===== config.mk =====
export PLATFORM = sky130hd
export DESIGN_NAME = fns_decoder_seq
export DESIGN_NICKNAME = d
export VERILOG_FILES = /design/src/rtl/fns_decoder_seq.sv
export SDC_FILE = /design/constraint.sdc
export NUM_CORES = 1
export LEC_CHECK = 0
export ABC_AREA = 1
export CAP_MARGIN = 0
export CORE_MARGIN = 2
export CORE_UTILIZATION = 50
export CTS_CLUSTER_SIZE = 8
export DETAILED_ROUTE_END_ITERATION = 10
export GPL_TIMING_DRIVEN = 0
export PLACE_DENSITY = 0.75
export RECOVER_POWER = 25
export SLEW_MARGIN = 15
export SYNTH_ARGS = -nofsm -noshare
export SYNTH_HDL_FRONTEND = slang
export SYNTH_SLANG_ARGS = --single-unit

===== constraint.sdc =====
create_clock -name clk -period 1.7 [get_ports clk]
set_input_delay 0.34 -clock clk [delete_from_list [all_inputs] [get_ports clk]]
set_output_delay 0.34 -clock clk [all_outputs]
set_load 0.05 [all_outputs]

===== src/rtl/fns_decoder_seq.sv =====
// Sequential Fibonacci-numeral-system (FNS) to binary decoder.
// Takes one N-bit codeword per handshake, walks it LSB-first one bit per cycle,
// generates the Fibonacci weights on the fly and accumulates the weights of set bits.
// Reports adjacency violations / upstream errors on out_err and W-bit wrap on out_ovf.
module fns_decoder_seq #(
    parameter int N         = 8,    // codeword width (N >= 2)
    parameter int W         = 6,    // result width, 2^W >= w(N)
    parameter bit CHECK_ADJ = 1'b1  // 1 = adjacent set bits raise out_err
) (
    input  logic         clk,
    input  logic         rst,
    input  logic         in_valid,
    output logic         in_ready,
    input  logic [N-1:0] in_code,
    input  logic         in_err,
    output logic         out_valid,
    input  logic         out_ready,
    output logic [W-1:0] out_data,
    output logic         out_err,
    output logic         out_ovf
);

    localparam int KW = $clog2(N);

    typedef enum logic [1:0] {
        IDLE,
        RUN,
        DONE
    } state_t;

    state_t state, state_nxt;

    logic [N-1:0] code_sr;   // codeword, shifted right so bit k sits at [0]
    logic [W:0]   prev_w;    // w(k-1)
    logic [W:0]   cur_w;     // w(k), one bit wider so w(N) fits when generated
    logic [W-1:0] acc;
    logic         err;
    logic         ovf;
    logic [KW-1:0] k;
    logic         last_bit;  // bit k-1 of the codeword, for the adjacency check

    logic         accept;
    logic         bit_k;
    logic         last_k;
    logic [W:0]   sum;

    assign accept = in_valid && in_ready;
    assign bit_k  = code_sr[0];
    assign last_k = (k == KW'(N - 1));
    // cur_w is below 2^W while bits are still being processed, so bit W of the sum is the carry out.
    assign sum    = {1'b0, acc} + cur_w;

    // State register.
    // NOTE: sequential state uses non-blocking assignments so every flop samples pre-edge values.
    always_ff @(posedge clk) begin
        if (rst) begin
            state <= IDLE;
        end else begin
            state <= state_nxt;
        end
    end

    // Next-state decode.
    // NOTE: the default assignment at the top keeps this block free of inferred latches.
    always_comb begin
        state_nxt = state;
        case (state)
            IDLE: begin
                if (accept) begin
                    state_nxt = in_err ? DONE : RUN;
                end
            end
            RUN: begin
                if (last_k) begin
                    state_nxt = DONE;
                end
            end
            DONE: begin
                if (out_ready) begin
                    state_nxt = IDLE;
                end
            end
            default: state_nxt = IDLE;
        endcase
    end

    // Handshake outputs are pure decodes of the state register.
    always_comb begin
        in_ready  = (state == IDLE);
        out_valid = (state == DONE);
    end

    assign out_data = acc;
    assign out_err  = err;
    assign out_ovf  = ovf;

    // Datapath: load on accept, then one bit per RUN cycle; everything holds in DONE.
    always_ff @(posedge clk) begin
        if (rst) begin
            code_sr  <= '0;
            prev_w   <= '0;
            cur_w    <= '0;
            acc      <= '0;
            err      <= 1'b0;
            ovf      <= 1'b0;
            k        <= '0;
            last_bit <= 1'b0;
        end else begin
            case (state)
                IDLE: begin
                    if (accept) begin
                        code_sr  <= in_code;
                        prev_w   <= (W + 1)'(1);
                        cur_w    <= (W + 1)'(1);
                        acc      <= '0;
                        err      <= in_err;
                        ovf      <= 1'b0;
                        k        <= '0;
                        last_bit <= 1'b0;
                    end
                end
                RUN: begin
                    if (bit_k) begin
                        acc <= sum[W-1:0];
                        if (sum[W]) begin
                            ovf <= 1'b1;
                        end
                    end
                    if (CHECK_ADJ && bit_k && last_bit) begin
                        err <= 1'b1;
                    end
                    prev_w   <= cur_w;
                    cur_w    <= cur_w + prev_w;
                    code_sr  <= code_sr >> 1;
                    k        <= k + KW'(1);
                    last_bit <= bit_k;
                end
                default: ;
            endcase
        end
    end

endmodule


=== Yosys cells after proc, flatten, opt, wreduce, memory -nomap -nowiden ===
Cells that the tools add are included.
Widths: inputs -> output; s select.

* Add/sub/neg operators: 3
* Mux-type cells: 23
* Reductions and logical operators: 9
* Eq/ne operators: 9

{| class="wikitable"
|+ Operators by type and width
! kind !! count
|-
| $pmux 7 s2 || 2
|-
| $pmux 8 s2 || 1
|-
| $mux 6 || 2
|-
| $pmux 6 s2 || 1
|-
| $reduce_and 3->1 || 3
|-
| $mux 2 || 4
|-
| $mux 8 || 1
|-
| $ne 2x2->1 const B || 4
|-
| $add 6x7->7 || 1
|-
| $add 7x7->7 || 1
|-
| $mux 7 || 1
|-
| $pmux 1 s2 || 3
|-
| $pmux 2 s3 || 1
|-
| $pmux 3 s2 || 1
|-
| $mux 1 || 5
|-
| $ne 2x1->1 const B || 2
|-
| $reduce_and 4->1 || 1
|-
| $add 3x1->3 const B || 1
|-
| $eq 3x3->1 const B || 1
|-
| $mux 3 || 1
|-
| $eq 2x1->1 const B || 1
|-
| $eq 2x2->1 const B || 1
|-
| $logic_and 1x1->1 || 2
|-
| $logic_not 2->1 || 1
|-
| 2 further kinds || 2
|}

* Bits in registers: 36
* Bits of input ports: 13
* Word-level logic and storage cells: 53
* Output and inout port bits: 10

=== Logic depth before layout (Yosys ltp) ===
Gate-level depths: netlist of the first run.

* Word-level depth: 4
* Depth in mapped cells: 11
* Gate-level depth less buffers: 11

=== Worst setup path after synthesis of the first run ===
OpenSTA, ideal clock, no wires.

* Path kind: flip-flop to flip-flop
* Start: reg acc[0], in the netlist out_data[0]
* End: reg ovf, in the netlist out_ovf
* Arrival: 1781 ps
* Path slack: -198 ps
* Stages on the path, launching flop included: 12
* Setup time: 117 ps
* Period minus slack after synthesis: 1898 ps
* Cells stage by stage: dfxtp_1 -> ha_1 -> inv_1 -> fa_1 -> inv_1 -> nand2_1 -> nand2_1 -> nand3_1 -> nand2_1 -> nand2_1 -> nand3_1 -> a21oi_1

* Word-level cells in the longest chain between the ends: 3

{| class="wikitable"
|+ Ends and longest elaborated chain
! element !! line !! source
|-
| start: declaration || 36 || <nowiki>logic [W-1:0] acc;</nowiki>
|-
| start signal: assignment || 124 || <nowiki>acc <= sum[W-1:0];</nowiki>
|-
| $add 6x7->7 || 51 || <nowiki>assign sum = {1'b0, acc} + cur_w;</nowiki>
|-
| $ne 2x2->1 (no source line) || - ||
|-
| $reduce_and 4->1 (no source line) || - ||
|-
| end signal: assignment || 105 || <nowiki>ovf <= 1'b0;</nowiki>
|-
| end signal: assignment || 117 || <nowiki>ovf <= 1'b0;</nowiki>
|-
| end signal: assignment || 126 || <nowiki>ovf <= 1'b1;</nowiki>
|-
| end: declaration || 38 || <nowiki>logic ovf;</nowiki>
|}

Every way passes these cells.
A chain may end at the register's enable or synchronous reset.

=== Final worst setup path of the first run ===
* Start: reg state[0]
* End: out in_ready

* Word-level cells in the longest chain between the ends: 1

{| class="wikitable"
|+ Ends and longest elaborated chain
! element !! line !! source
|-
| start: declaration || 31 || <nowiki>state_t state, state_nxt;</nowiki>
|-
| start signal: assignment || 59 || <nowiki>state <= state_nxt;</nowiki>
|-
| $logic_not 2->1 || 89 || <nowiki>in_ready = (state == IDLE);</nowiki>
|-
| end: declaration || 13 || <nowiki>output logic in_ready,</nowiki>
|}

Every way passes these cells.

==> flow_metrics.env, run 1 <==
export IMPL_grt_overflow=0
export IMPL_rsz0062_at_grt="no"
export IMPL_via_count=1819
export IMPL_port_buffers=21
export IMPL_cts_tree="built"
export IMPL_io_pins=23
export IMPL_ys_seq_area_frac=0.367
export IMPL_ys_top_cells_by_area="dfxtp_1, nand2_1, a21oi_1, ha_1, inv_1"
export IMPL_cts_root_buf="clkbuf_8"
export IMPL_ctsHoldBuffers=0
export IMPL_final_nets=330
export IMPL_track_usage=0.224
export IMPL_run_status="finished clean"
export IMPL_die_y_um=66.6
export IMPL_gp_congestion=0.853
export IMPL_cp_arrival_ns=1.27
export IMPL_peakVddDrop_mv=0.570
export IMPL_syn_inst=272
export IMPL_grt_pass1_wl_mm=7.37
export IMPL_async_flop_share=0
export IMPL_period_share=0.949
export IMPL_cts_sinks=36
export IMPL_slew_viol_final=0
export IMPL_endpoint_kind="output pin"
export IMPL_drt_iter0_markers=87
export IMPL_cp_start_kind="flop"
export IMPL_grt_use_met2=0.345
export IMPL_grt_pass1_vias=1577
export IMPL_syn_nets=301
export IMPL_p_leak_nw=1.08
export IMPL_routedWlPerCell_um=12.7
export IMPL_cap_violations=0
export IMPL_grt_start_max_net_pins=12
export IMPL_viasPerCell=5.20
export IMPL_slew_limit_headroom=0.609
export IMPL_antenna_found_initial=0
export IMPL_syn_area_per_cell_um2=7.21
export IMPL_skew_ns=0.00373
export IMPL_dieArea_um2=4440
export IMPL_synth_most_common_cell="nand2_1"
export IMPL_yosys_warnings=0
export IMPL_period_minus_slack_ns=1.61
export IMPL_drive_above_1_share=0.119
export IMPL_fmax_mhz=620
export IMPL_top_usage_layer="met2"
export IMPL_hold_viol=0
export IMPL_numCtsBuffers=5
export IMPL_grt_use_met3=0.0608
export IMPL_worst_slew_pin_slew_ns=0.586
export IMPL_power_density_nw_per_um2=845
export IMPL_min_path_type="input port to flop"
export IMPL_ant_nets=0
export IMPL_start_util=0.528
export IMPL_clockBufferDepth=2
export IMPL_dp_cells=341
export IMPL_synth_seq_cells=36
export IMPL_crit_path_max_fanout=5
export IMPL_htreeDepth=2
export IMPL_required_ns=1.36
export IMPL_use_met1=0.300
export IMPL_setup_viol=0
export IMPL_yosysTopAreaCellShare=0.367
export IMPL_drc=0
export IMPL_rows=22
export IMPL_hold_slack_ns=0.384
export IMPL_wirelength_mm=4.44
export IMPL_die_width_um=66.6
export IMPL_drt_first_pass_iters=4
export IMPL_synth_top_cells_by_count="nand2_1, dfxtp_1, a21oi_1"
export IMPL_syn_area_um2=1960
export IMPL_yosysUniqueCellTypes=24
export IMPL_clk_pin_slew_worst_paths_ns=0.07
export IMPL_coreArea_um2=3720
export IMPL_synth_top_cell_by_area="dfxtp_1"
export IMPL_area_growth_pct=21.1
export IMPL_antenna_cells=0
export IMPL_insertion_delay_ns=0.30
export IMPL_synth_flop_cell="dfxtp_1"
export IMPL_dpl_hpwl_mm=3.21
export IMPL_stdcell_count=350
export IMPL_synth_edf_count=0
export IMPL_path_class="flop to output pin"
==> kinds of logic after synthesis <==
kind of cell	Yosys count	synth area share
buf+inv	40	0.0867
fa+ha+maj	16	0.110
flops	36	0.367
simple gates	122	0.277
compound gates	58	0.159
==> area by class of cell <==
cell class	instances	area [um^2]
Fill cell	334	1340
Multi-Input combinational cell	196	1110
Sequential cell	36	729
Timing Repair Buffer	22	210
Inverter	32	120
Clock buffer	6	72.6
Tap cell	48	60.1
Buffer	8	42.5
Clock inverter	2	35.0
==> cells in the final DEF, fill, tap and decap left out, types with 2 or more instances in the layout <==
cell type	count
clkdlybuf4s50_1	11
inv_1	29
o21ai_0	13
a31oi_1	7
or2_2	5
nand2_1	78
nor2_4	2
inv_2	3
ha_4	2
nor2_1	9
nand4_1	3
nand3_1	18
buf_4	2
dfxtp_1	31
dlygate4sd2_1	8
clkbuf_8	5
dfxtp_2	4
nand2_4	3
clkbuf_1	6
ha_1	12
a21oi_1	35
clkdlybuf4s15_2	2
==> stage by stage <==
| stage | TNS, ns | power [mW] | util | instance area (um^2) | setup slack (ns) |
|---|---|---|---|---|---|
| floorplan | -0.0107 | 1.16 | - | 1970 | -0.0107 |
| global placement | -0.0148 | 1.27 | 0.602 | 2240 | -0.0148 |
| detailed placement | -0.0573 | 1.28 | 0.602 | 2240 | -0.0348 |
| CTS | 0 | 2.03 | 0.630 | 2340 | 0.0228 |
| global route | 0 | 2.11 | 0.639 | 2380 | 0.00157 |
| finish | 0 | 2.01 | 0.639 | 2380 | 0.0871 |
==> sequential cells by signal, indices dropped and copies added, names as in the netlist <==
signal	flops
code_sr	8
cur_w	7
k	3
last_bit	1
out_data	6
out_err	1
out_ovf	1
prev_w	7
state	2
==> worst paths after layout <==
path,start,to,slack [ns],cells past startpoint
max reg2reg,prev_w[0],cur_w[4],0.15,9
min reg2reg,out_ovf,out_ovf,0.45,2
max,state[0],in_ready,0.09,2
min,rst,k[2],0.38,2
==> repair_timing <==
action,in CTS,in global routing
gates resized for setup,16,10
setup endpoints to repair,13,4
buffers inserted,0,1
pin swaps,0,0
==> report_power, final <==
group	total [mW]	internal, mW	switching (mW)
Sequential	0.926	0.892	0.0338
Clock	0.756	0.435	0.320
Combinational	0.327	0.115	0.212
==> critical path, cell delays in order (launching register included) <==
cell and delay, ns:
dfxtp_1 0.38, nor2_4 0.20, clkdlybuf4s15_2 0.40
==> routing by layer <==
layer / part of all wire / routed length [um]
met1: 0.49 / 2200
met3: 0.035 / 156
met5: 0 / 0
met2: 0.46 / 2020
met4: 0.015 / 65
Power figures use the tool's default switching activity.
==> run 2: changes to the inputs <==
--- a/config.mk
+++ b/config.mk
@@ -6,6 +6,7 @@
 export NUM_CORES = 1
 export LEC_CHECK = 0
 export ABC_AREA = 1
+export ABC_CLOCK_PERIOD_IN_PS = 1700
 export CAP_MARGIN = 0
 export CORE_MARGIN = 2
 export CORE_UTILIZATION = 50
@@ -14,6 +15,7 @@
 export GPL_TIMING_DRIVEN = 0
 export PLACE_DENSITY = 0.75
 export RECOVER_POWER = 25
+export SKIP_LAST_GASP = 1
 export SLEW_MARGIN = 15
 export SYNTH_ARGS = -nofsm -noshare
 export SYNTH_HDL_FRONTEND = slang
==> run 2 against run 1 <==
Sequential power shrank 0.5%. Largest cell class unchanged. Final area fell by 2.1%. Via count is 0.49% lower. Hold slack gained 0.0016 ns. Clock power about the same. Power is 1.0% lower. Setup slack worse by 0.019 ns. Critical endpoint is now cur_w[4]. Die area did not move. Sequential cell count unchanged. Clock skew is 0.00075 ns lower. Cell count is 0.29% lower. Non-clock buffer count fell by 1.
==> flow_metrics.env, run 2 (synthesis gave the netlist of run 1 again) <==
export IMPL_run_status="finished clean"
export IMPL_cp_start_kind="flop"
export IMPL_die_width_um=66.6
export IMPL_wirelength_mm=4.38
export IMPL_grt_overflow=0
export IMPL_numCtsBuffers=5
export IMPL_endpoint_kind="flop"
export IMPL_dieArea_um2=4440
export IMPL_track_usage=0.224
export IMPL_drt_first_pass_iters=4
export IMPL_fmax_mhz=613
export IMPL_antenna_cells=0
export IMPL_peakVddDrop_mv=0.569
export IMPL_path_class="flop to flop"
export IMPL_dpl_hpwl_mm=3.21
export IMPL_clk_pin_slew_worst_paths_ns=0.07
export IMPL_min_path_type="input port to flop"
export IMPL_grt_start_max_net_pins=12
export IMPL_slew_viol_final=0
export IMPL_required_ns=1.93
export IMPL_viasPerCell=5.19
export IMPL_cts_root_buf="clkbuf_8"
export IMPL_layout_common_cells="nand2_1, a21oi_1, dfxtp_1"
export IMPL_timing_rr_end="cur_w[4]"
export IMPL_routedWlPerCell_um=12.6
export IMPL_cts_tree="built"
export IMPL_die_y_um=66.6
export IMPL_io_pins=23
export IMPL_final_nets=329
export IMPL_clockBufferDepth=2
export IMPL_grt_pass1_vias=1577
export IMPL_reg_largest_list="code_sr x8, cur_w x7, prev_w x7"
export IMPL_area_growth_pct=18.6
export IMPL_setup_viol=0
export IMPL_period_share=0.960
export IMPL_worstHoldStart="rst"
export IMPL_cp_arrival_ns=1.86
export IMPL_regToRegSetupSlack_ns=0.07
export IMPL_regArea_um2=726
export IMPL_cts_sinks=36
export IMPL_htreeDepth=2
export IMPL_skew_ns=0.00298
export IMPL_hold_viol=0
export IMPL_largest_register_ff_count=8
export IMPL_rsz0062_at_grt="yes"
export IMPL_grt_pass1_wl_mm=7.37
export IMPL_ant_nets=0
export IMPL_start_util=0.528
export IMPL_layout_cells_most_common="nand2_1"
export IMPL_port_buffers=21
export IMPL_drt_iter0_markers=115
export IMPL_p_leak_nw=1.07
export IMPL_hold_slack_ns=0.385
export IMPL_worst_slew_pin_slew_ns=0.579
export IMPL_n_fill_cell=343
export IMPL_min_to="last_bit"
export IMPL_multi_input_area_um2=1070
export IMPL_antenna_found_initial=0
export IMPL_fin_setup_tns_ns=0
export IMPL_ff2ff_path_depth=9
export IMPL_coreArea_um2=3720
export IMPL_power_density_nw_per_um2=855
export IMPL_via_count=1810
export IMPL_holdPathStages=2
export IMPL_period_minus_slack_ns=1.63
export IMPL_rows=22
export IMPL_crit_path_max_fanout=4
export IMPL_ctsHoldBuffers=0
export IMPL_rr_startpoint="cur_w[0]"
export IMPL_insertion_delay_ns=0.29
export IMPL_slew_limit_headroom=0.614
export IMPL_cap_violations=0
export IMPL_drc=0
export IMPL_gp_congestion=0.853
export IMPL_drive_above_1_share=0.103
export IMPL_regMostFlops="code_sr"
run 2: cell types whose count changed in the layout (fill, tap and decap cells not counted):
cell | previous run | this run
fa_1 | 1 | 2
clkbuf_2 | 0 | 1
clkdlybuf4s15_2 | 2 | 1
buf_4 | 2 | 1
nand2_1 | 78 | 79
nand2_4 | 3 | 2
dfxtp_1 | 31 | 32
ha_1 | 12 | 13
ha_2 | 0 | 1
dfxtp_4 | 1 | 0
fa_2 | 1 | 0
ha_4 | 2 | 0
run 2: layer usage:
layer,share of wire,GRT usage
met2,0.46,0.345
met1,0.49,0.300
met4,0.012,0.0765
met3,0.041,0.0608
met5,0,0
run 2: worst max path at each step:
stage,depth (start not counted),to,slack (ns),startpoint
finish,9,cur_w[4],0.07,cur_w[0]
global route,11,out_ovf,-0.08,cur_w[0]
CTS,2,in_ready,-0.08,state[0]
detailed placement,2,in_ready,-0.03,state[0]
global placement,2,in_ready,-0.01,state[0]
floorplan,11,out_ovf,-0.01,out_data[0]
run 2: what timing repair did:
action,in CTS,in global routing
buffers inserted,0,0
endpoints found under the setup margin,13,5
resized for setup,14,5
run 2: power breakdown:
group	total, mW	internal, mW	switching (mW)
clock network	0.753	0.435	0.317
registers	0.921	0.892	0.0292
logic	0.315	0.107	0.208
run 2: layout make-up:
class                   instances  area share
plain buffers                   8      0.0183
clock buffers                   6      0.0312
clock inverters                 2      0.0151
inverters                      32      0.0516
multi-input cells             196       0.462
flip-flops and latches         36       0.312
well taps                      48      0.0258
repair buffers                 21      0.0845
run 2: per-stage QoR:
stage               instance area (um^2)  utilization  std cells  power [mW]  worst slack, ns
finish                              2330        0.626        349        1.99           0.0676
global route                        2330        0.626        349        2.09          -0.0844
CTS                                 2340        0.629        349        2.03          -0.0801
detailed placement                  2240        0.602        341        1.28          -0.0348
global placement                    2240        0.602        341        1.27          -0.0148
floorplan                           1970            -        272        1.16          -0.0107
run 2: worst max-delay path, stage by stage (launching register included):
cell	delay, ns
dfxtp_2	0.36
ha_1	0.22
inv_1	0.07
fa_1	0.37
inv_2	0.09
nand3_1	0.06
nand3_1	0.10
or2_2	0.11
nand3_1	0.06
a21oi_1	0.11
==> run 3: changes to the inputs <==
--- a/config.mk
+++ b/config.mk
@@ -7,7 +7,6 @@
 export LEC_CHECK = 0
 export ABC_AREA = 1
 export ABC_CLOCK_PERIOD_IN_PS = 1700
-export CAP_MARGIN = 0
 export CORE_MARGIN = 2
 export CORE_UTILIZATION = 50
 export CTS_CLUSTER_SIZE = 8
==> results of run 3 <==
No change in the layout: final DEF, timing and power equal those of run 2.
